## src/rtl/ifetch_ctrl.sv

```systemverilog
// Instruction fetch controller: one outstanding imem request, one-entry output hold.
// Misaligned PCs skip memory and present an exception-flagged zero instruction.
module ifetch_ctrl (
    input  logic        clk,
    input  logic        reset,
    input  logic [63:0] pc,
    output logic        pc_write,
    input  logic        flush,
    output logic        ireq_valid,
    output logic [63:0] ireq_addr,
    input  logic        iresp_ok,
    input  logic [31:0] iresp_data,
    output logic        out_valid,
    input  logic        out_ready,
    output logic [31:0] out_inst,
    output logic [63:0] out_pc,
    output logic        out_exc
);

    typedef enum logic [1:0] {IDLE, REQ, HOLD, DRAIN} state_e;

    state_e      state_q, state_d;
    logic [63:0] req_pc_q, req_pc_d;
    logic [31:0] inst_q, inst_d;
    logic        exc_q, exc_d;

    always_ff @(posedge clk) begin
        if (reset) begin
            state_q  <= IDLE;
            req_pc_q <= '0;
            inst_q   <= '0;
            exc_q    <= 1'b0;
        end else begin
            state_q  <= state_d;
            req_pc_q <= req_pc_d;
            inst_q   <= inst_d;
            exc_q    <= exc_d;
        end
    end

    always_comb begin
        state_d    = state_q;
        req_pc_d   = req_pc_q;
        inst_d     = inst_q;
        exc_d      = exc_q;
        ireq_valid = 1'b0;
        out_valid  = 1'b0;
        pc_write   = flush;

        unique case (state_q)
            IDLE: begin
                if (!flush) begin
                    req_pc_d = pc;
                    if (pc[1:0] == 2'b00) begin
                        exc_d   = 1'b0;
                        state_d = REQ;
                    end else begin
                        inst_d  = '0;
                        exc_d   = 1'b1;
                        state_d = HOLD;
                    end
                end
            end
            REQ: begin
                ireq_valid = 1'b1;
                if (flush) begin
                    // A redirect with the response still in flight must wait it out.
                    state_d = iresp_ok ? IDLE : DRAIN;
                end else if (iresp_ok) begin
                    inst_d  = iresp_data;
                    state_d = HOLD;
                end
            end
            DRAIN: begin
                ireq_valid = 1'b1;
                if (iresp_ok) state_d = IDLE;
            end
            HOLD: begin
                out_valid = 1'b1;
                if (flush) begin
                    state_d = IDLE;
                end else if (out_ready) begin
                    pc_write = 1'b1;
                    state_d  = IDLE;
                end
            end
            default: state_d = IDLE;
        endcase

        // Reset masks all strobes, including a flush arriving during reset.
        if (reset) begin
            ireq_valid = 1'b0;
            out_valid  = 1'b0;
            pc_write   = 1'b0;
        end
    end

    assign ireq_addr = req_pc_q;
    assign out_inst  = inst_q;
    assign out_pc    = req_pc_q;
    assign out_exc   = exc_q;

endmodule

```

## config.mk

```make
export PLATFORM = sky130hd
export DESIGN_NAME = ifetch_ctrl
export DESIGN_NICKNAME = d
export VERILOG_FILES = /design/src/rtl/ifetch_ctrl.sv
export SDC_FILE = /design/constraint.sdc
export NUM_CORES = 1
export LEC_CHECK = 0
export CAP_MARGIN = 5
export CORE_MARGIN = 3
export CORE_UTILIZATION = 33
export DETAILED_ROUTE_END_ITERATION = 16
export GPL_ROUTABILITY_DRIVEN = 0
export PLACE_DENSITY = 0.73
export SKIP_LAST_GASP = 1
export SLEW_MARGIN = 20
export SYNTH_ARGS = -nofsm -noshare
export SYNTH_HDL_FRONTEND = slang
export SYNTH_SLANG_ARGS = --single-unit
```

## constraint.sdc

```tcl
create_clock -name clk -period 3.18 [get_ports clk]
set_input_delay 0.636 -clock clk [delete_from_list [all_inputs] [get_ports clk]]
set_output_delay 0.636 -clock clk [all_outputs]
set_load 0.02 [all_outputs]
```

==> flow_metrics.tcl, run 1 <==
set metrics [dict create \
    first_global_vias 3867 \
    outcome "finished clean" \
    ctsRootBufferMaster "sky130_fd_sc_hd__clkbuf_16" \
    timing.final.setup_violations 0 \
    timing.setup.tns_ps 0 \
    grtUsageTotal_pct 16.7 \
    routed_wire_length_per_instance_um 14.5 \
    tritoncts.num_buffers 9 \
    cp-start-kind "input pin" \
    layout.cells.most_common "sky130_fd_sc_hd__clkdlybuf4s50_1" \
    antenna_cells 0 \
    route.detailed.vias_per_inst 4.50 \
    final-max-slew-violation-count 0 \
    antenna_found_initial 0 \
    postRouteAntennaNets 0 \
    worstPathRequired_ps 2540 \
    tritoncts_clock_tree "yes" \
    drt-pass1-iter-count 4 \
    grt_pass1_wl_um 19500 \
    post_synthesis_cell_area_sq_um 4270 \
    worst-setup-path-type "input pin to output pin" \
    fp.dieArea_sq_um 14300 \
    cts_max_level 3 \
    drt_first_iter_violations 191 \
    clock_latency_ps 330 \
    cap_violations 0 \
    hpwl_after_dpl_um 9440 \
    fin_crit_ps 2660 \
    design.final.nets 790 \
    post_synth_inst_count 505 \
    clock_sink_count 99 \
    worst_setup_path_end_kind "output pin" \
    io_pins 265 \
    worstPathMaxFanout 2 \
    final-hold-violation-count 0 \
    critical_path.cell_chain "clkdlybuf4s50_1, a31oi_1, nor2_1, clkdlybuf4s50_1" \
    detailroute.via_count 3877 \
    timing.final.ws_setup_ps 525 \
    postRouteWirelength_um 12500 \
    dp_slack_ps 499 \
    cts-resized-gates 0 \
    synth-warning-count 0 \
    power.density_nw_per_um2 470 \
    irDropWorstVdd_mv 0.289 \
    std_cell_rows 40 \
    tightest_slew_ps 928 \
    dp_cells 846 \
    synth_net_count 606 \
    setup_repair_after_global_routing_missed_its_margin "no" \
    crit_family "buffers and inverters" \
    finalCritPeriodShare_pct 83.5 \
    synth-seq-cells 99 \
    min-delay-path-class "flip-flop to flip-flop" \
    fmax_mhz 377 \
    synthToLayoutAreaGrowth_pct 59.4 \
    synth_seq_area_share_pct 46.4 \
    fin_skew_ps 5.26 \
    critPathSlowestCell "sky130_fd_sc_hd__clkdlybuf4s50_1" \
    postSynthAreaPerCell_sq_um 8.45 \
    drive_above_1_share_pct 3.46 \
    worst_slew_margin_rel_pct 38.1 \
    crit_path_max_incr_delay_ps 660 \
    postCtsHoldBufs 0 \
    initial_utilization_pct 34.7 \
    clk_pin_slew_ps 60 \
    floorplan.die.height_um 120 \
    critical_path_arrival_ps 2020 \
    crit_top_cell "sky130_fd_sc_hd__clkdlybuf4s50_1" \
    layout.cells.most_common_list "263 x sky130_fd_sc_hd__clkdlybuf4s50_1, 160 x sky130_fd_sc_hd__nand2_1, 99 x sky130_fd_sc_hd__dfxtp_1" \
    post_layout_nonfiller_instances 862 \
    critical_path_buf_inv_count 2 \
    total_leakage_power_nw 2.54 \
    dieWidth_um 120 \
    io_buffers 264 \
    drc 0 \
    cts_post_setup_buffers_inserted 0 \
    globalRouteOverflowTotal 0 \
    placeableCoreArea_sq_um 12300 \
    grt_start_max_net_pins 98 \
    synth_cell_type_count 24 \
    max-clock-path-buffers 2 \
]
cells by family after synthesis:
family	Yosys count	share of synthesized area, %
AOI/OAI and AO/OA	69	8.71
xor gates and xnor gates	1	0.205
buffers and inverters	97	16.2
DFF	99	46.4
muxes	32	7.51
and+or+nand+nor	207	20.9
metal layers:
metal  global-route usage [%]  up-vias  part of all wire (%)
met5                        0        -                     0
met4                     6.23        0                   2.4
met3                     5.51       22                   7.8
met2                     30.1      158                    52
met1                     18.0     1787                    38
li1                         -     1910                     -
flip-flops by register name (all words and copies together), names as in the netlist:
name and cells:
out_exc 1, state_q 2, out_inst 32, ireq_addr 64
worst register-to-register path: stages (launching register included):
cell and delay [ps]:
sky130_fd_sc_hd__dfxtp_1 600, sky130_fd_sc_hd__or3_4 670, sky130_fd_sc_hd__nand2_1 190, sky130_fd_sc_hd__a21oi_1 180
synth_stat cells:
cell type                  count  area share, %
sky130_fd_sc_hd__nand2_1     160             14
sky130_fd_sc_hd__dfxtp_1      99             46
sky130_fd_sc_hd__buf_4        69             12
sky130_fd_sc_hd__a21oi_1      64            7.5
sky130_fd_sc_hd__nand2b_1     33            4.8
sky130_fd_sc_hd__mux2i_1      32            7.5
sky130_fd_sc_hd__clkbuf_1     12            1.1
sky130_fd_sc_hd__buf_6         8            2.1
sky130_fd_sc_hd__buf_2         7           0.82
sky130_fd_sc_hd__nor2_1        6           0.53
sky130_fd_sc_hd__nor3_1        2           0.23
sky130_fd_sc_hd__a221oi_1      1           0.21
sky130_fd_sc_hd__a31oi_1       1           0.15
sky130_fd_sc_hd__inv_1         1          0.088
sky130_fd_sc_hd__nor2b_1       1           0.15
sky130_fd_sc_hd__nor3_2        1           0.23
sky130_fd_sc_hd__nor3b_1       1           0.18
sky130_fd_sc_hd__nor3b_2       1           0.29
sky130_fd_sc_hd__o211ai_4      1           0.50
sky130_fd_sc_hd__o21ai_1       1           0.12
sky130_fd_sc_hd__o311a_1       1           0.23
sky130_fd_sc_hd__or2_1         1           0.15
sky130_fd_sc_hd__or3_4         1           0.26
sky130_fd_sc_hd__xor2_1        1           0.21
through the flow:
stage	util [%]	power [mW]	hold WS (ps)	area (sq um)
2_1_floorplan	-	1.79	544	4270
3_3_place_gp	52.7	2.09	456	6490
3_5_place_dp	52.7	2.11	464	6490
4_1_cts	55.3	3.24	473	6800
5_1_grt	55.3	3.34	488	6800
6_report	55.3	3.20	472	6800
where the power goes:
group | total [mW] | switching, mW | internal (mW)
sequential | 1.36 | 0.0526 | 1.30
clock | 1.12 | 0.438 | 0.687
combinational | 0.715 | 0.346 | 0.369
total | 3.20 | 0.837 | 2.36
layout make-up:
cell class,count,area (sq um)
Timing Repair Buffer,269,2690
Inverter,1,3.75
Tap cell,168,210
Multi-Input combinational cell,309,1610
Clock buffer,11,233
Sequential cell,99,1980
Fill cell,1160,5510
Clock inverter,5,77.6
worst paths after layout:
kind / cells after the start / startpoint / slack [ps] / endpoint
worst min register to register: 2 / ireq_addr[14] / 470 / ireq_addr[14]
worst max-delay path: 4 / out_ready / 520 / pc_write
worst min-delay path: 2 / ireq_addr[14] / 470 / ireq_addr[14]
worst max register to register: 3 / state_q[0] / 1470 / ireq_addr[10]
(Power assumes the default switching activity.)
==> inputs of run 2 (changes only) <==
- clock period: 3.18 -> 2.5 ns (I/O delays scaled with it)
==> run 2 against run 1 <==
Sequential share of layout area shrank 0.20 points. Routed wire length shrank 0.28%. Flip-flop and latch count is the same. Non-clock buffer count grew 2. Total power grew 30%. First-iteration DRC count grew 9.4%. Global-route usage grew 0.25 points. Clock power grew 34%. Clock skew grew 2.2 ps.
==> flow_metrics.tcl, run 2 (same netlist as run 1, synthesis figures left out) <==
set metrics [dict create \
    tritoncts_clock_tree "yes" \
    placeableCoreArea_sq_um 12300 \
    hpwl_after_dpl_um 9420 \
    routed_wire_length_per_instance_um 14.5 \
    tritoncts.num_buffers 9 \
    antenna_found_initial 0 \
    cts_max_level 3 \
    grtUsageTotal_pct 16.9 \
    synthToLayoutAreaGrowth_pct 60.5 \
    place_area_sq_um 6520 \
    holdPathEnd "state_q[0]" \
    power_frac_clock_pct 36.2 \
    drc 0 \
    clock_latency_ps 340 \
    power_internal_mw 3.06 \
    setup_repair_after_global_routing_missed_its_margin "no" \
    final_core_util_pct 55.6 \
    min-delay-start "reset" \
    worstPathRequired_ps 2000 \
    finalCritPeriodShare_pct 93.7 \
    route.detailed.vias_per_inst 4.43 \
    drt-pass1-iter-count 4 \
    power.share.switching_pct 26.0 \
    fmax_mhz 427 \
    worst_slew_margin_rel_pct 53.0 \
    detailroute.via_count 3825 \
    initial_utilization_pct 34.7 \
    drive_above_1_share_pct 3.88 \
    total_leakage_power_nw 2.57 \
    switchingPower_mw 1.08 \
    globalRouteOverflowTotal 0 \
    timing.setup.tns_ps 0 \
    std_cell_rows 40 \
    p_comb_share_pct 22.2 \
    irDropWorstVdd_mv 0.346 \
    worst-setup-path-type "input pin to output pin" \
    io_pins 265 \
    postRouteAntennaNets 0 \
    clock_sink_count 99 \
    drt_first_iter_violations 209 \
    design.final.nets 792 \
    fp.dieArea_sq_um 14300 \
    worstPathMaxFanout 2 \
    min-delay-path-class "input pin to flip-flop" \
    first_global_vias 3823 \
    antenna_cells 0 \
    fin_skew_ps 7.47 \
    critical_path_arrival_ps 1840 \
    regToRegStartpoint "state_q[1]" \
    dieWidth_um 120 \
    reg2reg_slack_ps 900 \
    postCtsHoldBufs 0 \
    cp-start-kind "input pin" \
    layout.cells.most_common "sky130_fd_sc_hd__clkdlybuf4s50_1" \
    layout.cells.most_common_list "263 x sky130_fd_sc_hd__clkdlybuf4s50_1, 160 x sky130_fd_sc_hd__nand2_1, 99 x sky130_fd_sc_hd__dfxtp_1" \
    timing.final.setup_violations 0 \
    final-hold-violation-count 0 \
    worst_setup_path_end_kind "output pin" \
    cap_violations 0 \
    outcome "finished clean" \
    cts_post_setup_buffers_inserted 0 \
    final-max-slew-violation-count 0 \
    tightest_slew_ps 706 \
    postRouteWirelength_um 12500 \
    reg2reg_depth 3 \
    sequential_group_share_of_total_power_pct 41.6 \
    power.density_nw_per_um2 604 \
    clk_pin_slew_ps 60 \
    fin_area_sq_um 6850 \
    fin_crit_ps 2340 \
    design_power_total_mw 4.14 \
    hold_path_depth 2 \
    max-clock-path-buffers 2 \
    largest_register_ffs 64 \
    timing.rr.end "ireq_addr[60]" \
    cts-resized-gates 0 \
    grt_pass1_wl_um 19900 \
    ctsRootBufferMaster "sky130_fd_sc_hd__clkbuf_16" \
    floorplan.die.height_um 120 \
    grt_start_max_net_pins 67 \
    io_buffers 264 \
]
==> run 2: changes by cell type in the layout (fill, tap and decap cells not counted) <==
cell,before,now
sky130_fd_sc_hd__clkinv_2,2,1
sky130_fd_sc_hd__clkbuf_1,2,1
sky130_fd_sc_hd__buf_4,5,6
sky130_fd_sc_hd__clkbuf_8,0,2
sky130_fd_sc_hd__buf_12,1,2
==> run 2: final cells by class <==
cell class                      instances  area, sq um
Clock buffer                           12          256
Clock inverter                          4         72.6
Sequential cell                        99         1980
Inverter                                1         3.75
Tap cell                              168          210
Timing Repair Buffer                  271         2720
Multi-Input combinational cell        309         1610
Fill cell                            1144         5460
==> run 2: metal layers <==
metal / GRT usage [%] / share of wire, % / vias to the layer above
li1: - / - / 1920
met1: 19.0 / 40 / 1724
met2: 30.0 / 50 / 161
met3: 5.61 / 8.3 / 20
met4: 5.73 / 1.7 / 0
met5: 0 / 0 / -
==> run 2: worst max path at each step <==
stage                     slack, ps         to       from  depth (start not counted)
after floorplan                 620  out_valid      reset                          3
after global placement          130   pc_write  out_ready                          4
after detailed placement        140   pc_write      flush                          4
after CTS                       140   pc_write      flush                          4
after global routing            110   pc_write      flush                          4
final                           160   pc_write  out_ready                          4
==> run 2: worst max-delay path: stages <==
cell and delay, ps:
sky130_fd_sc_hd__clkdlybuf4s50_1 480, sky130_fd_sc_hd__a31oi_1 100, sky130_fd_sc_hd__nor2_1 110, sky130_fd_sc_hd__clkdlybuf4s50_1 650
==> run 2: through the flow <==
| stage | hold slack, ps | instances | setup WS, ps |
|---|---|---|---|
| floorplan | 544 | 505 | 622 |
| global placement | 455 | 848 | 126 |
| detailed placement | 463 | 848 | 139 |
| CTS | 408 | 864 | 139 |
| global route | 422 | 864 | 112 |
| finish | 425 | 864 | 158 |
==> run 2: power by group through the flow <==
stage          combinational, mW  clock, mW  sequential [mW]
6_report                   0.918       1.50             1.72
5_1_grt                    0.978       1.60             1.73
4_1_cts                    0.930       1.55             1.72
3_5_place_dp               0.928          0             1.76
3_3_place_gp               0.914          0             1.75
2_1_floorplan              0.442          0             1.84
==> inputs of run 3 (changes only) <==
- clock period: 2.5 -> 2.6 ns (I/O delays scaled with it)
==> run 3 against run 2 <==
Sequential power fell by 3%. Global-route usage rose by 0.37 points. Via count rose by 2.4%. Clock-buffer cell count did not move. Final cell count fell by 0.12%. Clock skew fell by 1.4 ps. Die area did not move. Sequential share of layout area rose by 0.085 points. Critical endpoint unchanged.
==> flow_metrics.tcl, run 3 (same netlist as run 1, synthesis figures left out) <==
set metrics [dict create \
    tritoncts_clock_tree "yes" \
    cp-start-kind "flip-flop" \
    drt-pass1-iter-count 4 \
    worst-setup-path-type "flip-flop to output pin" \
    cts_max_level 3 \
    cts-resized-gates 0 \
    std_cell_rows 40 \
    critical_path_arrival_ps 1870 \
    clk_pin_slew_ps 60 \
    antenna_found_initial 0 \
    first_global_vias 3910 \
    power_frac_clock_pct 36.3 \
    layout.cells.most_common "sky130_fd_sc_hd__clkdlybuf4s50_1" \
    power_internal_mw 2.94 \
    worstPathMaxFanout 10 \
    post_layout_nonfiller_instances 863 \
    clock_sink_count 99 \
    clock_latency_ps 340 \
    final-hold-violation-count 0 \
    tritoncts.num_buffers 9 \
    tightest_slew_ps 740 \
    p_comb_share_pct 22.0 \
    fmax_mhz 418 \
    dp_cells 847 \
    cts_post_setup_buffers_inserted 0 \
    fp.dieArea_sq_um 14300 \
    grtUsageTotal_pct 17.3 \
    placeableCoreArea_sq_um 12300 \
    cap_violations 0 \
    dp_slack_ps 196 \
    place_area_sq_um 6500 \
    worstPathRequired_ps 2080 \
    worst_setup_path_end_kind "output pin" \
    postCtsHoldBufs 0 \
    synthToLayoutAreaGrowth_pct 60.0 \
    io_pins 265 \
    route.detailed.vias_per_inst 4.54 \
    min-delay-path-class "flip-flop to flip-flop" \
    globalRouteOverflowTotal 0 \
    design_power_total_mw 3.98 \
    timing.final.setup_violations 0 \
    floorplan.die.height_um 120 \
    power.density_nw_per_um2 582 \
    dieWidth_um 120 \
    total_leakage_power_nw 2.56 \
    sequential_group_share_of_total_power_pct 41.7 \
    ctsRootBufferMaster "sky130_fd_sc_hd__clkbuf_16" \
    design.final.nets 791 \
    finalCritPeriodShare_pct 92.1 \
    max-clock-path-buffers 2 \
    drive_above_1_share_pct 3.74 \
    fin_crit_ps 2390 \
    final-max-slew-violation-count 0 \
    outcome "finished clean" \
    grt_start_max_net_pins 82 \
    routed_wire_length_per_instance_um 14.7 \
    switchingPower_mw 1.04 \
    antenna_cells 0 \
    fin_skew_ps 6.11 \
    postRouteAntennaNets 0 \
    drt_first_iter_violations 242 \
    grt_pass1_wl_um 20000 \
    detailroute.via_count 3917 \
    drc 0 \
    largest_register_ffs 64 \
    fin_area_sq_um 6830 \
    worst_slew_margin_rel_pct 50.6 \
    postRouteWirelength_um 12700 \
    io_buffers 264 \
    initial_utilization_pct 34.7 \
    layout.cells.most_common_list "263 x sky130_fd_sc_hd__clkdlybuf4s50_1, 160 x sky130_fd_sc_hd__nand2_1, 99 x sky130_fd_sc_hd__dfxtp_1" \
    hpwl_after_dpl_um 9590 \
    setup_repair_after_global_routing_missed_its_margin "no" \
    timing.final.ws_setup_ps 205 \
    timing.setup.tns_ps 0 \
    power.share.switching_pct 26.1 \
    irDropWorstVdd_mv 0.276 \
]
run 3: changes by cell type in the layout (fill, tap and decap cells not counted):
| cell | previous run | this run |
|---|---|---|
| sky130_fd_sc_hd__buf_12 | 2 | 1 |
run 3: area by class of cell:
class,count,area [sq um]
fillers,1131,5480
repair buffers,270,2700
flip-flops and latches,99,1980
multi-input cells,309,1610
clock buffers,12,256
well taps,168,210
clock inverters,4,72.6
inverters,1,3.75
run 3: path summary, 6_finish.rpt:
kind                startpoint       endpoint  slack, ps  depth (start not counted)
setup / recovery    state_q[0]       pc_write        210                          4
hold / removal    ireq_addr[3]   ireq_addr[3]        470                          2
setup reg to reg    state_q[0]  ireq_addr[14]        900                          3
hold reg to reg   ireq_addr[3]   ireq_addr[3]        470                          2
run 3: worst max-delay path: stages (launching register included):
cell,delay (ps)
sky130_fd_sc_hd__dfxtp_1,600
sky130_fd_sc_hd__inv_1,120
sky130_fd_sc_hd__a31oi_1,180
sky130_fd_sc_hd__nor2_1,50
sky130_fd_sc_hd__clkdlybuf4s50_1,580
run 3: power by group through the flow:
stage / Clock [mW] / Sequential [mW] / Combinational (mW)
floorplan: 0 / 1.77 / 0.425
global placement: 0 / 1.69 / 0.871
detailed placement: 0 / 1.69 / 0.885
CTS: 1.50 / 1.66 / 0.887
global route: 1.56 / 1.67 / 0.932
finish: 1.44 / 1.66 / 0.875
run 3: routing by layer:
metal  track usage [%]  vias up  wire length, um
met5                 0        -                0
met4              6.87        0              219
met3              6.03       16             1120
met2              31.7      167             6560
met1              18.0     1815             4800
li1                  -     1919                -
run 3: metrics by stage:
step	utilization, %	hold WS, ps
after floorplan	-	544
after global placement	52.8	455
after detailed placement	52.8	459
after CTS	55.5	468
after global routing	55.5	496
final	55.5	467
